<file path="config.mk">
export PLATFORM = sky130hd
export DESIGN_NAME = tft_lcd_rd_engine
export DESIGN_NICKNAME = d
export VERILOG_FILES = /design/src/rtl/tft_lcd_rd_engine.sv
export SDC_FILE = /design/constraint.sdc
export NUM_CORES = 1
export LEC_CHECK = 0
export ABC_AREA = 1
export CAP_MARGIN = 20
export CELL_PAD_IN_SITES_DETAIL_PLACEMENT = 1
export CELL_PAD_IN_SITES_GLOBAL_PLACEMENT = 2
export CORE_MARGIN = 2
export CORE_UTILIZATION = 19
export CTS_CLUSTER_SIZE = 24
export DETAILED_ROUTE_END_ITERATION = 8
export PLACE_DENSITY_LB_ADDON = 0.05
export SLEW_MARGIN = 15
export SYNTH_ARGS = -nofsm -noshare
export SYNTH_HDL_FRONTEND = slang
export SYNTH_SLANG_ARGS = --single-unit
</file>
<file path="constraint.sdc">
create_clock -name clk -period 2 [get_ports clk]
set_clock_uncertainty 0.1 [all_clocks]
set_input_delay 0.4 -clock clk [delete_from_list [all_inputs] [get_ports clk]]
set_output_delay 0.4 -clock clk [all_outputs]
set_load 0.05 [all_outputs]
</file>
<file path="src/rtl/tft_lcd_rd_engine.sv">
// Avalon-MM slave that runs one 8080-style read cycle on the TFT LCD bus per CTRL start.
// Optional interrupt output enabled by defining TFT_LCD_RD_IRQ_EN.
`timescale 1ns/1ps
module tft_lcd_rd_engine #(
    parameter int unsigned DATA_W  = 16,
    parameter int unsigned T_SETUP = 2,
    parameter int unsigned T_RDL   = 8,
    parameter int unsigned T_RDH   = 4
) (
    input  logic              clk,
    input  logic              reset_n,
    input  logic [1:0]        address,
    input  logic              chipselect,
    input  logic              read_n,
    input  logic              write_n,
    input  logic [31:0]       writedata,
    output logic [31:0]       readdata,
    input  logic [DATA_W-1:0] lcd_data_in,
    output logic              lcd_data_oe,
    output logic              lcd_cs_n,
    output logic              lcd_rs,
    output logic              lcd_rd_n,
    output logic              lcd_wr_n
`ifdef TFT_LCD_RD_IRQ_EN
    ,
    output logic              irq
`endif
);

    localparam int unsigned MaxT12 = (T_SETUP > T_RDL) ? T_SETUP : T_RDL;
    localparam int unsigned MaxT   = (MaxT12 > T_RDH) ? MaxT12 : T_RDH;
    localparam int unsigned CntW   = $clog2(MaxT + 1);

    typedef enum logic [1:0] {StIdle, StSetup, StStrobe, StHold} state_e;

    state_e            state_q;
    logic [CntW-1:0]   cnt_q;
    logic [DATA_W-1:0] data_q;
    logic              cs_n_q, rd_n_q, rs_q;
    logic              done_q, done_d;
    logic              overrun_q, overrun_d;
    logic              busy, ctrl_wr, stat_wr, data_rd, start_req, start_ok, hold_exit;

    assign busy      = (state_q != StIdle);
    assign ctrl_wr   = chipselect & ~write_n & (address == 2'd1);
    assign stat_wr   = chipselect & ~write_n & (address == 2'd2);
    assign data_rd   = chipselect & ~read_n & (address == 2'd0);
    assign start_req = ctrl_wr & writedata[1];
    assign start_ok  = start_req & ~busy;
    assign hold_exit = (state_q == StHold) && (cnt_q == '0);

    // Completion wins over a simultaneous DATA read; a late start re-arms overrun.
    always_comb begin
        done_d = done_q;
        if (data_rd || start_ok) done_d = 1'b0;
        if (hold_exit)           done_d = 1'b1;
        overrun_d = overrun_q;
        if (stat_wr && writedata[2]) overrun_d = 1'b0;
        if (start_req && busy)       overrun_d = 1'b1;
    end

    always_ff @(posedge clk or negedge reset_n) begin
        if (!reset_n) begin
            state_q   <= StIdle;
            cnt_q     <= '0;
            data_q    <= '0;
            cs_n_q    <= 1'b1;
            rd_n_q    <= 1'b1;
            rs_q      <= 1'b0;
            done_q    <= 1'b0;
            overrun_q <= 1'b0;
        end else begin
            done_q    <= done_d;
            overrun_q <= overrun_d;
            unique case (state_q)
                StIdle: begin
                    if (start_ok) begin
                        state_q <= StSetup;
                        cnt_q   <= CntW'(T_SETUP - 1);
                        cs_n_q  <= 1'b0;
                        rs_q    <= writedata[0];
                    end
                end
                StSetup: begin
                    if (cnt_q == '0) begin
                        state_q <= StStrobe;
                        cnt_q   <= CntW'(T_RDL - 1);
                        rd_n_q  <= 1'b0;
                    end else begin
                        cnt_q <= cnt_q - CntW'(1);
                    end
                end
                StStrobe: begin
                    // Sample on the same edge that raises nRD.
                    if (cnt_q == '0) begin
                        state_q <= StHold;
                        cnt_q   <= CntW'(T_RDH - 1);
                        rd_n_q  <= 1'b1;
                        data_q  <= lcd_data_in;
                    end else begin
                        cnt_q <= cnt_q - CntW'(1);
                    end
                end
                StHold: begin
                    if (cnt_q == '0) begin
                        state_q <= StIdle;
                        cs_n_q  <= 1'b1;
                    end else begin
                        cnt_q <= cnt_q - CntW'(1);
                    end
                end
                default: state_q <= StIdle;
            endcase
        end
    end

`ifdef TFT_LCD_RD_IRQ_EN
    logic ie_q, irq_q;
    logic unused_wdata;
    assign unused_wdata = ^writedata[31:3];

    always_ff @(posedge clk or negedge reset_n) begin
        if (!reset_n) begin
            ie_q  <= 1'b0;
            irq_q <= 1'b0;
        end else begin
            if (ctrl_wr) ie_q <= writedata[2];
            irq_q <= done_q & ie_q;
        end
    end

    assign irq = irq_q;
`else
    logic ie_q;
    logic unused_wdata;
    assign ie_q         = 1'b0;
    assign unused_wdata = ^writedata[31:2];
`endif

    always_comb begin
        readdata = '0;
        unique case (address)
            2'd0: readdata = 32'(data_q);
            2'd1: readdata = {29'b0, ie_q, busy, rs_q};
            2'd2: readdata = {29'b0, overrun_q, done_q, busy};
            default: readdata = '0;
        endcase
    end

    assign lcd_cs_n    = cs_n_q;
    assign lcd_rd_n    = rd_n_q;
    assign lcd_rs      = rs_q;
    assign lcd_wr_n    = 1'b1;
    assign lcd_data_oe = 1'b0;

endmodule

</file>
## After elaboration in Yosys (flattened, before gate mapping)

Cells that the tools add are included.

- Bits in registers: 27
- Latch bits: 0
- RAM bits: 0
- Memory bits (read-only): 0
- Input bits: 55
- Output and inout port bits: 37
- Logic and storage cells: 67
- Memories kept: 0

- Add/subtract/negate cells: 1
- Multiply operators: 0
- Divide/modulo/power cells: 0
- $lt $le $gt $ge: 0
- Equality and inequality tests: 10
- Shift-type cells: 0
- Mux-type cells: 20
- Bitwise gates (word level): 10
- Reduce and logical (&&, ||, !) cells: 18

Operators with widths:

| kind | number |
|---|---|
| $pmux W16 S3 | 1 |
| $mux W4 | 4 |
| $pmux W4 S4 | 1 |
| $reduce_bool A2 Y1 | 5 |
| $mux W2 | 4 |
| $ne A2 B2 Y1 const B | 4 |
| $pmux W2 S4 | 1 |
| $and A1 B1 Y1 | 7 |
| $mux W1 | 7 |
| $eq A2 B2 Y1 const B | 3 |
| $reduce_and A2 Y1 | 3 |
| $reduce_and A3 Y1 | 2 |
| $eq A2 B1 Y1 const B | 2 |
| $logic_not A2 Y1 | 2 |
| $logic_not A4 Y1 | 1 |
| $pmux W1 S2 | 2 |
| $reduce_and A4 Y1 | 1 |
| $sub A4 B1 Y4 const B | 1 |
| $logic_and A1 B1 Y1 | 3 |
| $not A1 Y1 | 3 |
| $ne A2 B1 Y1 const B | 1 |
| $logic_or A1 B1 Y1 | 1 |

## Depth between registers and ports, before layout

- Depth after elaboration: 8
- Depth in mapped cells: 9
- Gate-level depth less buffers: 9

## Worst setup path before layout

No wires, ideal clock.

- Path type: register to output
- From: register state_q[0]
- To: output readdata[0]
- Arrival: 1.553 ns
- Required time: 1.500 ns
- Setup slack: -0.053 ns
- Cell stages (with the launch flop): 5
- Path buffers: 1
- Cells stage by stage: dfrtp_1 > inv_1 > ha_1 > buf_2 > o211ai_1

- Cells in the longest elaborated chain, start to end: 2

RTL lines:

| what | line | source |
|---|---|---|
| start, declared | 36 | `state_e state_q;` |
| start signal, assigned | 64 | `state_q <= StIdle;` |
| start signal, assigned | 78 | `state_q <= StSetup;` |
| start signal, assigned | 86 | `state_q <= StStrobe;` |
| $reduce_bool A2 Y1 | 44 | `assign busy = (state_q != StIdle);` |
| $pmux W16 S3 | 142 | `unique case (address)` |
| end, declared | 17 | `output logic [31:0] readdata,` |

Every way passes these cells.

## Worst setup path in the final report

- From: input address[0]
- To: output readdata[1]

- Cells in the longest elaborated chain, start to end: 2
- Elaborated cells on any way between the ends: 4
- Classes of those cells: 2 x eq/ne; 1 x mux; 1 x reduce/logical

RTL lines:

| what | line | source |
|---|---|---|
| start, declared | 12 | `input logic [1:0] address,` |
| $eq A2 B2 Y1 (tied with other cells) | 142 |  |
| $pmux W16 S3 (*) | 142 |  |

Every way passes the cells marked *; elsewhere a longest branch is shown, timed or not.

==> flow_summary.json <==
{
  "power.leakage_uw": 0.00120,
  "post_route_cells_drive_above_1_share_pct": 23.9,
  "firstDrtPassIters": 4,
  "synth.avg_cell_area_um2": 7.75,
  "insertedDiodeCount": 0,
  "antenna_found_initial": 0,
  "pwr-share-clk_pct": 10.0,
  "crit_arrival_ns": 1.41,
  "vias": 1348,
  "die_h_um": 94.8,
  "setup_tns_ns": 0,
  "drc_errors": 0,
  "crit_required_ns": 1.50,
  "synth_top_area_share_pct": 39.9,
  "synth_edf_count": 0,
  "synth_area_um2": 1570,
  "io_pins": 92,
  "pwr-share-seq_pct": 29.1,
  "power.density_nw_per_um2": 1340,
  "vias_per_cell": 3.74,
  "setup_violations": 0,
  "wl_per_cell_um": 11.8,
  "ys.flop_type": "dfrtp_1",
  "cp-startpoint": "address[0]",
  "synth_largest_area_cell": "dfrtp_1",
  "power_switching_uw": 1460,
  "routed_wl_um": 4250,
  "clock_latency_ns": 0.27,
  "fp.dieArea_um2": 8990,
  "fillers": 990,
  "netlist_instances": 202,
  "port_buffers": 44,
  "netlist_top_cells_count": "36 x nand2_1, 32 x nor2_1, 29 x inv_1, 25 x dfrtp_1, 18 x buf_4",
  "design_area_um2": 2380,
  "die_w_um": 94.8,
  "synth_cell_types": 24,
  "grt_pass1_vias": 1396,
  "num_rows": 33,
  "yosys_warnings": 0,
  "endpoint": "readdata[1]",
  "status": "finished clean",
  "crit_type": "input pin to primary output",
  "hold_viol": 0,
  "ctsLongestPathBuffers": 2,
  "cp-end-kind": "primary output",
  "fmax_mhz": 522,
  "grt_first_pass_wirelength_um": 6840,
  "ys_ff_latch": 27,
  "cts_tree": "done",
  "swShare_pct": 45.6,
  "seq_area_frac_synth_pct": 43.3,
  "final_antenna_net_count": 0,
  "reg2regPathDepth": 8,
  "clk_pin_slew_ns": 0.10,
  "start_util_pct": 19.4,
  "dpl_cell_area_um2": 2260,
  "cts.sinks": 27,
  "cp-start-kind": "input pin",
  "htreeDepth": 1,
  "worstReg2RegStart": "state_q[0]",
  "finalNetCount": 316,
  "comb_power_share_pct": 60.8,
  "max_cap_violations": 0,
  "critPathMaxFanout": 3,
  "r2r_end": "state_q[0]",
  "cts_inserted_buffers": 3,
  "async_flop_share_pct": 100,
  "ctsHoldBuffers": 0,
  "grt.overflow.total": 0,
  "fin_hold_ws_ns": 0.369,
  "worstHoldStart": "lcd_rd_n",
  "rsz0062_at_grt": "no",
  "syn_to_final_growth_pct": 51.8,
  "place_congestion": 0.642,
  "ir_drop_uv": 505,
  "holdCritPathClass": "register to register",
  "first_iter_violations": 23,
  "core_area_um2": 8090,
  "utilization_pct": 29.4,
  "hpwl_um": 3240,
  "p_int_uw": 1740,
  "cts_root_buffer": "clkbuf_8",
  "fin_crit_ns": 1.91,
  "synth_most_common_cell": "nand2_1",
  "grt_max_degree": 33,
  "synth_area_leaders": "dfrtp_1 40%, buf_4 8.6%, nand2_1 8.6%",
  "reg2reg_slack_ns": 0.29,
  "final-max-slew-violation-count": 0,
  "min_period_over_period_pct": 95.7,
  "grt_util_all_layers_pct": 9.81
}
[worst min-delay path by stage]
stage	end	slack, ns	cells after the start
floorplan	cnt_q[0]	0.004	0
global placement	lcd_rd_n	0.36	2
detailed placement	lcd_rd_n	0.36	2
CTS	lcd_rd_n	0.37	2
global route	lcd_rd_n	0.39	2
finish	lcd_rd_n	0.37	2
[cells in the final DEF, fill, tap and decap left out, types with 3 or more instances in the layout]
cell type,count
nand2_1,36
inv_1,27
dfrtp_1,25
clkdlybuf4s50_1,23
nor2_1,18
conb_1,18
nand3_1,16
a21oi_1,16
buf_12,16
nor2_2,15
buf_4,14
ha_1,4
nand2_2,3
clkbuf_8,3
[logic make-up after synthesis]
kind of cell | count (synthesis) | synth area share [%]
compound gates | 22 | 7.99
xor+xnor | 1 | 0.559
fa+ha+maj | 5 | 3.99
buf+inv | 53 | 18.8
flops | 27 | 43.3
other cells | 2 | 0.479
simple gates | 92 | 24.9
[metal layers]
| layer | vias to the layer above | wire [um] | global-route usage [%] |
|---|---|---|---|
| met2 | 33 | 2040 | 17.0 |
| met5 | - | 0 | 0 |
| met4 | 0 | 27 | 1.45 |
| li1 | 690 | - | - |
| met1 | 623 | 2000 | 12.6 |
| met3 | 2 | 187 | 2.31 |
[per-stage QoR]
| step | setup slack (ns) | total power (uW) | instances |
|---|---|---|---|
| final | 0.0851 | 3200 | 360 |
| after floorplan | -0.0357 | 2210 | 218 |
| after detailed placement | -0.133 | 2830 | 354 |
| after CTS | 0.0387 | 3270 | 359 |
| after global routing | 0.00662 | 3510 | 360 |
| after global placement | -0.120 | 2820 | 354 |
[area by class of cell]
cell class / count / area, um2 / area share, %
Timing Repair Buffer: 56 / 706 / 29.7
Clock inverter: 1 / 5.00 / 0.210
Inverter: 30 / 115 / 4.84
Tap cell: 105 / 131 / 5.52
Multi-Input combinational cell: 138 / 702 / 29.5
Sequential cell: 27 / 678 / 28.5
Clock buffer: 3 / 41.3 / 1.74
[repair_timing]
action / in CTS / in global routing
pin swaps: 1 / 0
hold endpoints to repair: 0 / 0
gates resized for setup: 19 / 0
setup endpoints to repair: 15 / 1
setup buffers: 1 / 1
[critical path, cell delays in order]
cell and delay, ns:
dlygate4sd2_1 0.25, buf_4 0.14, inv_1 0.04, nand2_1 0.07
inv_2 0.08, nand2_1 0.05, o211ai_1 0.07, bufbuf_16 0.30
[power groups by stage]
stage          combinational [uW]  sequential (uW)  clock (uW)
6_report                     1950              931         321
5_1_grt                      2180              961         371
4_1_cts                      1980              939         352
3_5_place_dp                 1870              957           0
3_3_place_gp                 1860              952           0
2_1_floorplan                1200             1020           0
[sequential cells by signal, indices dropped and copies added (netlist names)]
signal     cells
state_q        2
overrun_q      1
cnt_q          4
done_q         1
lcd_cs_n       1
data_q        16
lcd_rd_n       1
lcd_rs         1
No activity file was read; power rests on OpenSTA's default activity.
